### src/rtl/ca_debounce.sv
// ca_debounce: two-flop synchronizer followed by a stability-count filter for one raw board input.
// Optional macro CA_DEBOUNCE_EDGE_EN adds registered single-cycle Rise/Fall pulses on Out changes.
module ca_debounce #(
  parameter int CNT_W      = 20,
  parameter int STABLE_CNT = 1000000
) (
  input  logic clk,
  input  logic rst,
  input  logic In,
`ifdef CA_DEBOUNCE_EDGE_EN
  output logic Rise,
  output logic Fall,
`endif
  output logic Out
);

  // Outputs are plain levels/pulses with no valid/ready handshake: the consumer samples every cycle.
  localparam logic [CNT_W-1:0] CNT_LAST = CNT_W'(STABLE_CNT - 1);

  logic             s1;
  logic             s2;
  logic [CNT_W-1:0] cnt;
  logic             mismatch;
  logic             fire;

  // The block is IDLE while s2 matches Out and cnt is 0, COUNTING otherwise; cnt is the only state.
  assign mismatch = (s2 != Out);
  assign fire     = mismatch && (cnt == CNT_LAST);

  always_ff @(posedge clk or posedge rst) begin
    if (rst) begin
      s1  <= 1'b0;
      s2  <= 1'b0;
      Out <= 1'b0;
      cnt <= '0;
    end else begin
      s1 <= In;
      s2 <= s1;
      if (!mismatch) begin
        cnt <= '0;
      end else if (fire) begin
        Out <= s2;
        cnt <= '0;
      end else begin
        cnt <= cnt + CNT_W'(1);
      end
    end
  end

`ifdef CA_DEBOUNCE_EDGE_EN
  // Pulses are registered on the same edge that updates Out, so they line up with its new value.
  always_ff @(posedge clk or posedge rst) begin
    if (rst) begin
      Rise <= 1'b0;
      Fall <= 1'b0;
    end else begin
      Rise <= fire && s2;
      Fall <= fire && !s2;
    end
  end
`endif

endmodule

### config.mk
export PLATFORM = sky130hd
export DESIGN_NAME = ca_debounce
export DESIGN_NICKNAME = d
export VERILOG_FILES = /design/src/rtl/ca_debounce.sv
export SDC_FILE = /design/constraint.sdc
export NUM_CORES = 1
export LEC_CHECK = 0
export CORE_ASPECT_RATIO = 0.7
export CORE_MARGIN = 1.5
export CORE_UTILIZATION = 53
export DETAILED_ROUTE_END_ITERATION = 8
export PLACE_DENSITY = 0.77
export SKIP_LAST_GASP = 1
export SLEW_MARGIN = 20
export SYNTH_ARGS = -nofsm -noshare
export SYNTH_HDL_FRONTEND = slang
export SYNTH_SLANG_ARGS = --single-unit
### constraint.sdc
create_clock -name clk -period 2 [get_ports clk]
set_input_delay 0.3 -clock clk [delete_from_list [all_inputs] [get_ports clk]]
set_output_delay 0.3 -clock clk [all_outputs]
set_load 0.03 [all_outputs]
==> impl_metrics.py, run 1 <==
metrics = {
    "status": {
        "status": "complete, no violations",
    },
    "pwr": {
        "cellLeakagePower_nw": 0.497,
        "ir_drop_uv": 670,
        "seqPwrFrac": 0.649,
        "p_per_area_mw_per_mm2": 618,
        "power.internal_mw": 0.562,
        "switchingPower_mw": 0.173,
        "pwr-share-comb": 0.048,
        "swShare": 0.236,
        "clockPowerShare": 0.303,
        "power.total_mw": 0.735,
    },
    "routing": {
        "routedWlPerCell_um": 14.3,
        "vias": 826,
        "drtPass1Iterations": 4,
        "drc": 0,
        "ant_nets": 0,
        "vias_per_cell": 5.99,
        "wl_mm": 1.97,
        "drt-initial-drc-count": 19,
    },
    "worst_setup_path": {
        "reg2reg_from": "cnt[0]$_DFF_PP0_",
        "critical_path_required_ns": 2.25,
        "path_class": "reg -> reg",
        "ff2ff_setup_slack_ns": 0.20,
        "worst_setup_path_end_kind": "flop",
        "critPathArrivalTime_ns": 2.06,
        "crit_fanout": 7,
        "rr_endpoint": "cnt[18]$_DFF_PP0_",
        "reg2reg_depth": 5,
        "cp-start-kind": "flop",
    },
    "placement": {
        "dp_hpwl_mm": 1.42,
        "dp_slack_ns": 0.248,
        "numPortBuffers": 3,
        "place_congestion": 0.822,
    },
    "grt": {
        "grt_max_degree": 24,
        "grt_pass1_wl_mm": 3.26,
        "grt_pass1_vias": 728,
        "antenna_found_initial": 0,
        "overflow": 0,
        "grt_usage": 0.199,
    },
    "yosys": {
        "syn_inst": 110,
        "synth_area_leader_cell": "dfrtp_1",
        "ys_top_cells_by_area": "dfrtp_1 53%, xor2_1 5.6%, nor2_1 4.5%",
        "yosysMostFrequentCell": "dfrtp_1",
        "yosysWarnings": 0,
        "synth_cell_types": 26,
        "synth_nets": 114,
        "syn-cell-area_mm2": 0.00109,
        "synth_top_area_share": 0.527,
        "synth-seq-area-share": 0.527,
        "async_reset_ff_frac": 1.00,
        "ys_seq_elements": 23,
        "synth_flop_cell": "dfrtp_1",
        "syn_avg_cell_area_um2": 9.93,
        "synth-edff-count": 0,
        "yosys-top-cells-count": "23 x dfrtp_1, 13 x nor2_1, 7 x a21oi_1, 7 x nand3_1, 7 x xor2_1",
    },
    "sta": {
        "worst_slack_ns": 0.198,
        "slew_violations": 0,
        "fmax_mhz": 555,
        "slew-limit-headroom": 0.736,
        "tns_ns": 0,
        "rsz0062_at_grt": "no",
        "setup_viol": 0,
        "fin_worst_skew_ns": 0.00277,
        "finalCritPeriodShare": 0.901,
        "finalCriticalPeriod_ns": 1.80,
        "hold_viol": 0,
        "worstMarginPinSlew_ns": 0.392,
    },
    "finish": {
        "layout-drive-gt1-share": 0.0948,
        "antenna_cells": 0,
        "areaGrowthSynthToFinish_pct": 8.82,
        "fin_nets": 121,
    },
    "clock_tree": {
        "cts_root_buf": "clkbuf_4",
        "cts_max_path_buffers": 2,
        "clk_latency_ns": 0.32,
        "clock-sinks": 23,
        "h-tree-depth": 1,
        "postCtsSetupBuffers": 0,
        "cts_tree": "done",
        "post_cts_resized": 0,
        "ctsHoldBuffers": 0,
        "cts.clk_slew.worst_paths_ns": 0.13,
        "numCtsBuffers": 3,
    },
    "floorplanning": {
        "dieArea_mm2": 0.00235,
        "core-area_mm2": 0.00190,
        "rows": 13,
        "die_height_um": 41.0,
        "fp.dieW_um": 57.3,
        "start_util": 0.574,
        "ios": 4,
    },
    "hold_path": {
        "holdCritPathClass": "in -> async",
    },
    "run": {
        "maxCapViolCount": 0,
    },
}
layout make-up:
class,count,area [µm²]
timing repair buffer,6,52.6
sequential,23,576
fill,168,714
inverter,3,11.3
multi-input combinational,80,492
clock buffer,3,22.5
clock inverter,1,7.51
tap,22,27.5
routing by layer:
metal	track usage	vias up	part of all wire
met4	0.0988	0	0.014
met5	0	-	0
met1	0.249	406	0.50
li1	-	400	-
met2	0.319	16	0.45
met3	0.0662	4	0.036
how the worst max path moves through the flow:
| stage | start | to | cells past startpoint | slack [ns] |
|---|---|---|---|---|
| after floorplan | cnt[0]$_DFF_PP0_ | cnt[18]$_DFF_PP0_ | 6 | 0.30 |
| after detailed placement | cnt[0]$_DFF_PP0_ | cnt[18]$_DFF_PP0_ | 5 | 0.25 |
| after global routing | cnt[0]$_DFF_PP0_ | cnt[18]$_DFF_PP0_ | 5 | 0.08 |
| after CTS | cnt[0]$_DFF_PP0_ | cnt[18]$_DFF_PP0_ | 5 | 0.20 |
| final | cnt[0]$_DFF_PP0_ | cnt[18]$_DFF_PP0_ | 5 | 0.20 |
| after global placement | cnt[0]$_DFF_PP0_ | cnt[18]$_DFF_PP0_ | 5 | 0.30 |
power by group through the flow:
stage	sequential [mW]	combinational, mW	clock, mW
floorplan	0.484	0.0219	0
global placement	0.485	0.0343	0
detailed placement	0.486	0.0364	0
CTS	0.477	0.0365	0.231
global route	0.478	0.0410	0.253
finish	0.477	0.0353	0.223
worst max-delay path, stage by stage (launching register included):
cell and delay, ns:
dfrtp_1 0.39, ha_1 0.24, nand4_1 0.16, or2_1 0.32, or4_1 0.48, a21oi_1 0.15
cells by family (layout without fill, tap and decap cells):
| logic type | after synthesis | after routing | share of synthesized area |
|---|---|---|---|
| AO/OA/AOI/OAI | 15 | 15 | 0.0733 |
| XOR/XNOR | 12 | 12 | 0.0962 |
| adder cells (fa/ha/maj) | 1 | 1 | 0.0115 |
| buffers and inverters | 7 | 13 | 0.0275 |
| flip-flops | 23 | 23 | 0.527 |
| multiplexers | 1 | 1 | 0.0103 |
| AND/OR/NAND/NOR | 51 | 51 | 0.254 |
layout by cell type, fill, tap and decap left out, types with 4 or more instances in the layout:
cell	n
xor2_1	7
nor2_1	13
nand2_1	6
xnor2_1	5
nand3_1	7
o21ai_0	6
a21oi_1	7
nand4_1	4
or3_1	6
dfrtp_1	23
stage by stage:
step	util	area [µm²]	std cells	hold WS, ns
detailed placement	0.609	1160	134	0.336
finish	0.625	1190	138	0.309
global route	0.625	1190	138	0.332
floorplan	-	1090	110	0.302
CTS	0.625	1190	138	0.316
global placement	0.609	1160	134	0.337
flip-flops by register name, summed over array words and instances (netlist names):
register  flops
Out           1
cnt          20
s1            1
s2            1
No activity file was read; power rests on OpenSTA's default activity.
==> run 2, diff against run 1 <==
--- a/config.mk
+++ b/config.mk
@@ -8,7 +8,9 @@
 export CORE_ASPECT_RATIO = 0.7
 export CORE_MARGIN = 1.5
 export CORE_UTILIZATION = 53
+export CTS_CLUSTER_DIAMETER = 40
 export DETAILED_ROUTE_END_ITERATION = 8
+export GPL_TIMING_DRIVEN = 0
 export PLACE_DENSITY = 0.77
 export SKIP_LAST_GASP = 1
 export SLEW_MARGIN = 20
==> constraint.sdc (replaced) <==
create_clock -name clk -period 2.01 [get_ports clk]
set_input_delay 0.3015 -clock clk [delete_from_list [all_inputs] [get_ports clk]]
set_output_delay 0.3015 -clock clk [all_outputs]
set_load 0.03 [all_outputs]
==> run 2 against run 1 <==
Worst setup slack got worse by 0.0096 ns; cell area fell by 0.84%; register-to-register slack barely moved; clock-buffer cell count rose by 1; via count fell by 5.0%; clock skew barely moved; largest cell class unchanged; clock power fell by 8%; largest power group unchanged; first-iteration DRC count rose by 42%; flip-flop and latch count did not move.
==> impl_metrics.py, run 2 (synthesis gave the netlist of run 1 again) <==
metrics = {
    "floorplanning": {
        "rows": 13,
        "fp.dieW_um": 57.3,
        "die_height_um": 41.0,
        "start_util": 0.574,
        "core-area_mm2": 0.00190,
        "ios": 4,
        "dieArea_mm2": 0.00235,
    },
    "sta": {
        "rsz0062_at_grt": "no",
        "fmax_mhz": 549,
        "finalCriticalPeriod_ns": 1.82,
        "worst_slack_ns": 0.188,
        "fin_worst_skew_ns": 0.00311,
        "tns_ns": 0,
        "slew_violations": 0,
        "slew-limit-headroom": 0.436,
        "setup_viol": 0,
        "worstMarginPinSlew_ns": 0.845,
        "finalCritPeriodShare": 0.906,
        "hold_viol": 0,
    },
    "pwr": {
        "pwr-share-comb": 0.044,
        "switchingPower_mw": 0.153,
        "p_per_area_mw_per_mm2": 603,
        "cellLeakagePower_nw": 0.492,
        "swShare": 0.215,
        "ir_drop_uv": 502,
        "seqPwrFrac": 0.667,
        "power.internal_mw": 0.558,
        "clockPowerShare": 0.289,
    },
    "placement": {
        "dp_hpwl_mm": 1.32,
        "place_congestion": 0.829,
        "numPortBuffers": 3,
        "dp_slack_ns": 0.201,
    },
    "clock_tree": {
        "cts_root_buf": "clkbuf_4",
        "numCtsBuffers": 3,
        "ctsHoldBuffers": 0,
        "clock-sinks": 23,
        "cts_tree": "done",
        "clk_latency_ns": 0.30,
        "postCtsSetupBuffers": 0,
        "h-tree-depth": 1,
        "cts.clk_slew.worst_paths_ns": 0.11,
        "cts_max_path_buffers": 2,
    },
    "grt": {
        "overflow": 0,
        "grt_pass1_vias": 637,
        "grt_pass1_wl_mm": 3.00,
        "grt_usage": 0.180,
        "grt_max_degree": 24,
        "antenna_found_initial": 0,
    },
    "finish": {
        "areaGrowthSynthToFinish_pct": 7.90,
        "antenna_cells": 0,
        "fin_nets": 122,
        "final_common_cell": "dfrtp_1",
        "n_fill_cell": 161,
        "finish.utilization": 0.619,
        "max_flop_register": "cnt",
        "layout-drive-gt1-share": 0.0855,
        "layout_common_cells": "23 x dfrtp_1, 13 x nor2_1, 7 x nand3_1, 7 x xor2_1, 7 x a21oi_1",
        "largest_reg_flops": 20,
    },
    "worst_setup_path": {
        "path_cells": "ha_2, nand4_1, or2_1, buf_2, or4_1, a21oi_1",
        "critical_path_required_ns": 2.25,
        "path_class": "reg -> reg",
        "rr_endpoint": "cnt[18]$_DFF_PP0_",
        "cpPeakStageDelay_ns": 0.46,
        "ff2ff_setup_slack_ns": 0.19,
        "worst_setup_path_end_kind": "flop",
        "critPathArrivalTime_ns": 2.06,
        "critical-path-top-delay-family": "simple AND/OR/NAND/NOR gates",
        "reg2reg_depth": 6,
        "cpMaxStageDelayCell": "or4_1",
        "crit_fanout": 7,
        "critPathBufInv": 1,
        "reg2reg_from": "cnt[0]$_DFF_PP0_",
        "cp-start-kind": "flop",
    },
    "hold_path": {
        "hold_path_depth": 0,
        "worstHoldStart": "s1$_DFF_PP0_",
        "holdCritPathClass": "reg -> reg",
        "whs_endpoint": "s2$_DFF_PP0_",
    },
    "run": {
        "maxCapViolCount": 0,
    },
    "routing": {
        "vias": 785,
        "drtPass1Iterations": 4,
        "ant_nets": 0,
        "routedWlPerCell_um": 13.2,
        "drc": 0,
        "wl_mm": 1.83,
        "drt-initial-drc-count": 27,
        "vias_per_cell": 5.65,
    },
    "status": {
        "status": "complete, no violations",
    },
}
==> run 2: changes by cell type in the layout (fill, tap and decap cells not counted) <==
cell,previous run,this run
o31ai_2,1,0
clkbuf_1,0,2
o31ai_1,1,2
buf_2,0,3
ha_1,1,0
buf_4,3,0
clkinvlp_4,1,0
ha_2,0,1
==> run 2: per-layer routing <==
metal  global-route usage  routed length [µm]  vias up
li1                     -                   -      404
met1                0.275                1040      363
met2                0.241                 692       14
met3               0.0662                  81        4
met4               0.0349                  14        0
met5                    0                   0        -
==> run 2: timing repair <==
| item | CTS | global route |
|---|---|---|
| gates resized for setup | 0 | 1 |
| setup endpoints to repair | 0 | 1 |
| endpoints found under the hold margin | 0 | 0 |
==> run 2: power groups by stage <==
stage	clock network (mW)	logic, mW	registers (mW)
after detailed placement	0	0.0311	0.483
after floorplan	0	0.0218	0.482
after CTS	0.214	0.0313	0.474
after global routing	0.229	0.0370	0.476
final	0.205	0.0311	0.474
after global placement	0	0.0309	0.483
==> run 2: metrics by stage <==
step / hold slack (ns) / std cells / total power [mW] / area [µm²]
after floorplan: 0.303 / 110 / 0.504 / 1090
after global placement: 0.342 / 135 / 0.514 / 1150
after detailed placement: 0.340 / 135 / 0.514 / 1150
after CTS: 0.368 / 139 / 0.719 / 1180
after global routing: 0.371 / 139 / 0.741 / 1180
final: 0.364 / 139 / 0.710 / 1180
==> run 2: layout make-up <==
| cell class | instances | area [µm²] | area share |
|---|---|---|---|
| clock buffers | 4 | 26.3 | 0.0223 |
| multi-input cells | 80 | 489 | 0.415 |
| inverters | 3 | 11.3 | 0.00955 |
| repair buffers | 3 | 30.0 | 0.0255 |
| flip-flops and latches | 23 | 576 | 0.488 |
| well taps | 22 | 27.5 | 0.0234 |
| plain buffers | 4 | 18.8 | 0.0159 |
==> run 2: how the worst max path moves through the flow <==
stage | start | end | slack [ns] | cells after the start
6_report | cnt[0]$_DFF_PP0_ | cnt[18]$_DFF_PP0_ | 0.19 | 6
5_1_grt | cnt[0]$_DFF_PP0_ | cnt[18]$_DFF_PP0_ | 0.02 | 6
4_1_cts | cnt[0]$_DFF_PP0_ | cnt[18]$_DFF_PP0_ | 0.16 | 6
3_5_place_dp | cnt[0]$_DFF_PP0_ | cnt[18]$_DFF_PP0_ | 0.20 | 6
3_3_place_gp | cnt[0]$_DFF_PP0_ | cnt[18]$_DFF_PP0_ | 0.21 | 6
2_1_floorplan | cnt[0]$_DFF_PP0_ | cnt[18]$_DFF_PP0_ | 0.31 | 6
==> run 3, diff against run 2 <==
--- a/config.mk
+++ b/config.mk
@@ -17,3 +17,4 @@
 export SYNTH_ARGS = -nofsm -noshare
 export SYNTH_HDL_FRONTEND = slang
 export SYNTH_SLANG_ARGS = --single-unit
+export TNS_END_PERCENT = 5
==> results of run 3 <==
No change in the layout: final DEF, timing and power equal those of run 2.
